$ cat config.mk
export PLATFORM = sky130hd
export DESIGN_NAME = rv_div_unit
export DESIGN_NICKNAME = d
export VERILOG_FILES = /design/src/rtl/rv_div_unit.sv
export SDC_FILE = /design/constraint.sdc
export NUM_CORES = 1
export LEC_CHECK = 0
export BUFFER_PORTS_ARGS = -buffer_cell sky130_fd_sc_hd__clkbuf_2
export CAP_MARGIN = 25
export CORE_ASPECT_RATIO = 0.6
export CORE_UTILIZATION = 35
export CTS_CLUSTER_DIAMETER = 80
export CTS_CLUSTER_SIZE = 40
export DETAILED_ROUTE_END_ITERATION = 12
export SYNTH_ARGS = -nofsm -noshare
export SYNTH_HDL_FRONTEND = slang
export SYNTH_SLANG_ARGS = --single-unit
$ cat constraint.sdc
create_clock -name clk -period 3.6 [get_ports clk]
set_input_delay 0.36 -clock clk [delete_from_list [all_inputs] [get_ports clk]]
set_output_delay 0.36 -clock clk [all_outputs]
set_load 0.005 [all_outputs]
$ cat src/rtl/rv_div_unit.sv
// Iterative restoring divider for RV32M DIV/DIVU/REM/REMU.
// Resolves divide-by-zero and signed overflow on the start edge.
module rv_div_unit #(
    parameter int XLEN = 32
) (
    input  logic            clk,
    input  logic            rst_n,
    input  logic            start,
    input  logic [1:0]      op,
    input  logic [XLEN-1:0] dividend,
    input  logic [XLEN-1:0] divisor,
    input  logic            kill,
    output logic            busy,
    output logic            done,
    output logic [XLEN-1:0] result
);

    localparam int CW = (XLEN > 2) ? $clog2(XLEN) : 1;

    typedef enum logic [1:0] {IDLE, CALC, FIX, DONE} state_t;

    state_t          state, state_n;
    logic [XLEN-1:0] q, rem, dvs, res;
    logic [CW-1:0]   cnt;
    logic [1:0]      op_r;
    logic            neg_q, neg_r;

    logic            is_signed, a_neg, b_neg;
    logic [XLEN-1:0] a_abs, b_abs;
    logic            div_zero, ovf, special, accept, last;
    logic [XLEN-1:0] special_res, q_fix, r_fix;
    logic [XLEN:0]   shifted, diff;
    logic            ge;

    always_comb begin
        is_signed = ~op[0];
        a_neg     = is_signed & dividend[XLEN-1];
        b_neg     = is_signed & divisor[XLEN-1];
        a_abs     = a_neg ? -dividend : dividend;
        b_abs     = b_neg ? -divisor : divisor;
        div_zero  = (divisor == '0);
        ovf       = is_signed
                  && (dividend == {1'b1, {(XLEN-1){1'b0}}})
                  && (divisor == '1);
        special   = div_zero | ovf;
        if (div_zero)
            special_res = op[1] ? dividend : '1;
        else
            special_res = op[1] ? '0 : dividend;
        accept    = start & ~kill & ((state == IDLE) | (state == DONE));
        last      = (cnt == CW'(XLEN-1));
        // One extra bit keeps the shifted partial remainder exact
        shifted   = {rem, q[XLEN-1]};
        diff      = shifted - {1'b0, dvs};
        ge        = ~diff[XLEN];
        q_fix     = neg_q ? -q : q;
        r_fix     = neg_r ? -rem : rem;
    end

    always_comb begin
        state_n = state;
        if (kill) begin
            state_n = IDLE;
        end else begin
            unique case (state)
                IDLE: if (accept) state_n = special ? DONE : CALC;
                CALC: if (last) state_n = FIX;
                FIX:  state_n = DONE;
                DONE: begin
                    if (accept) state_n = special ? DONE : CALC;
                    else        state_n = IDLE;
                end
                default: state_n = IDLE;
            endcase
        end
    end

    always_ff @(posedge clk or negedge rst_n) begin
        if (!rst_n) state <= IDLE;
        else        state <= state_n;
    end

    always_ff @(posedge clk or negedge rst_n) begin
        if (!rst_n) begin
            q     <= '0;
            rem   <= '0;
            dvs   <= '0;
            cnt   <= '0;
            op_r  <= '0;
            neg_q <= 1'b0;
            neg_r <= 1'b0;
            res   <= '0;
        end else if (!kill) begin
            if (accept) begin
                op_r  <= op;
                neg_q <= a_neg ^ b_neg;
                neg_r <= a_neg;
                if (special) begin
                    res <= special_res;
                end else begin
                    q   <= a_abs;
                    rem <= '0;
                    dvs <= b_abs;
                    cnt <= '0;
                end
            end else if (state == CALC) begin
                q   <= {q[XLEN-2:0], ge};
                rem <= ge ? diff[XLEN-1:0] : shifted[XLEN-1:0];
                cnt <= cnt + 1'b1;
            end else if (state == FIX) begin
                res <= op_r[1] ? r_fix : q_fix;
            end
        end
    end

    assign busy   = (state == CALC) | (state == FIX);
    assign done   = (state == DONE);
    assign result = res;

endmodule
==> impl_metrics.tcl <==
set metrics [dict create \
    ff2ff_setup_slack_ns 0.21 \
    synthesis.area_um2 11200 \
    ys_ff_latch 138 \
    clk_pin_slew_ns 0.06 \
    yosysUniqueCellTypes 67 \
    grt_usage_pct 24.8 \
    grt_max_degree 87 \
    synth_edf_count 0 \
    drt-total-wl_um 39900 \
    dieHeight_um 141 \
    finish.utilization_pct 41.0 \
    fp-row-count 50 \
    drv_slew 0 \
    cts_tree "done" \
    finalHoldViolCount 18 \
    avgRoutedWirePerCell_um 20.7 \
    h-tree-depth 4 \
    max-clock-path-buffers 2 \
    detail-route-antenna-nets 0 \
    final_cells 1929 \
    hp-class "in -> async" \
    first_iter_violations 1353 \
    synthToLayoutAreaGrowth_pct 14.7 \
    antenna_found_initial 0 \
    worstMarginPinSlew_ns 0.861 \
    clock.fmax_ghz 0.295 \
    post-place-ws_ns 0.250 \
    port_buffers 103 \
    fin_tns_setup_ns 0 \
    skew_ns 0.0139 \
    postCtsHoldBufs 0 \
    critPathArrivalTime_ns 3.69 \
    finalPower_mw 9.26 \
    post-route-min-period_ns 3.39 \
    rr_endpoint "result[31]" \
    synth-main-ff-cell "dfrtp_1" \
    first_pass_iters 6 \
    cts_sinks 138 \
    async_reset_ff_share_pct 100 \
    synth_nets 1533 \
    cp.required_ns 3.91 \
    path_class "reg -> reg" \
    power_per_cell_area_nw_per_um2 722 \
    start_kind "register" \
    place_hpwl_um 31100 \
    root_buffer "clkbuf_16" \
    routed-via-count 11200 \
    setup_viol 0 \
    mostFrequentLayoutCells "nand2_1, dfrtp_1, nor2_1" \
    cp-startpoint "q[5]" \
    numCtsBuffers 17 \
    start_util_pct 35.8 \
    io_pins 104 \
    final_nets 1614 \
    rsz0062_at_grt "false" \
    worst_setup_path_end_kind "register" \
    grt_pass1_wl_um 61400 \
    placed_cells 1896 \
    drc 0 \
    grt_overflow 0 \
    dpl-instance-area_um2 12200 \
    violations "hold timing" \
    n_antenna_cell 0 \
    syn_inst 1419 \
    ys_seq_area_share_pct 30.9 \
    avgSynthCellArea_um2 7.89 \
    post_cts_buffers 0 \
    gp_congestion 0.980 \
    power_leakage_nw 5.62 \
    ys_warn_count 0 \
    fp.dieW_um 233 \
    critPathMaxFanout 5 \
    core-area_um2 31300 \
    maxSlewHeadroom_pct 42.6 \
    via_per_inst 5.80 \
    grt_pass1_vias 10000 \
    final_common_cell "nand2_1" \
    r2r_cells 7 \
    r2r-start "q[5]" \
    hold_ws_ns -0.0392 \
    drive_above_1_share_pct 12.9 \
    clock_latency_ns 0.45 \
    finalInstanceArea_um2 12800 \
    ir_drop_mv 0.303 \
    cts_resized 0 \
    worstSetupEndpoint "result[31]" \
    post-route-period-util_pct 94.0 \
    status "finished with violations" \
    drv_cap 0 \
    design.die.area_um2 32700 \
    setup_ws_ns 0.214 \
]
## report_power, final
part	internal, mW	switching (mW)
combinational	1.77	3.00
clock	1.09	0.737
sequential	2.10	0.572
total	4.96	4.30
## Yosys cell counts (8+ instances only)
library cell	number	share of area (%)
or4_1	13	0.87
o31ai_1	28	1.9
nor2b_1	13	0.73
a211oi_1	18	1.2
ha_1	43	4.8
or2_2	9	0.50
nand2_1	166	5.6
dfrtp_1	138	31
buf_2	18	0.81
nand2b_1	15	0.84
nor3_1	23	1.0
a21oi_1	112	5.0
inv_1	59	2.0
o21ai_1	21	0.94
nor4_1	18	1.0
or3_1	13	0.73
nand3_1	24	1.1
mux2i_1	28	2.5
a21o_1	14	0.94
o41ai_1	11	0.86
nand4_1	21	1.2
buf_6	8	0.81
a31oi_1	28	1.6
o21ai_0	122	5.5
nor2_1	129	4.3
xor2_1	76	5.9
o211ai_1	42	2.8
xnor2_1	65	5.1
clkbuf_1	52	1.7
## registers in the layout, indices dropped and copies added, names as in the netlist
name	flops
result	32
q	32
op_r	1
cnt	5
rem	32
neg_q	1
neg_r	1
state	2
dvs	32
## cell type report
class,instances,area [um^2]
Sequential cell,138,3450
Clock inverter,11,146
Fill cell,3265,18400
Timing Repair Buffer,146,915
Multi-Input combinational cell,1138,7130
Tap cell,416,520
Inverter,59,221
Clock buffer,21,440
## per-layer routing
metal,part of all wire (%),track usage (%),up-vias
li1,-,-,5273
met1,52,41.1,5404
met2,36,29.6,487
met3,11,7.39,24
met4,0.83,4.75,0
met5,0,0,-
## cells by family (layout without fill, tap and decap cells)
group | count (synthesis) | after routing | share of synthesized area (%)
and+or+nand+nor | 470 | 470 | 19.7
AOI/OAI and AO/OA | 455 | 455 | 25.2
buffers and inverters | 143 | 237 | 5.68
xor gates and xnor gates | 141 | 141 | 11.0
DFF | 138 | 138 | 30.9
adders and majority gates | 44 | 44 | 4.99
muxes | 28 | 28 | 2.50
## worst max-delay path, stage by stage, from the launching register on
cell and delay (ns):
dfrtp_1 0.43, or4_1 0.59, nor2_1 0.45, nand4_1 0.36, o31ai_1 0.63, xnor2_1 0.25, a32oi_1 0.39, a31oi_1 0.13
## worst min-delay path by stage
stage | startpoint | to | slack [ns]
floorplan | rst_n | cnt[0] | 0.06
global placement | result[15] | result[15] | 0.46
detailed placement | dvs[23] | dvs[23] | 0.47
CTS | rst_n | q[14] | 0.008
global route | rst_n | q[14] | 0.04
finish | rst_n | q[14] | -0.04
Power figures use the tool's default switching activity.
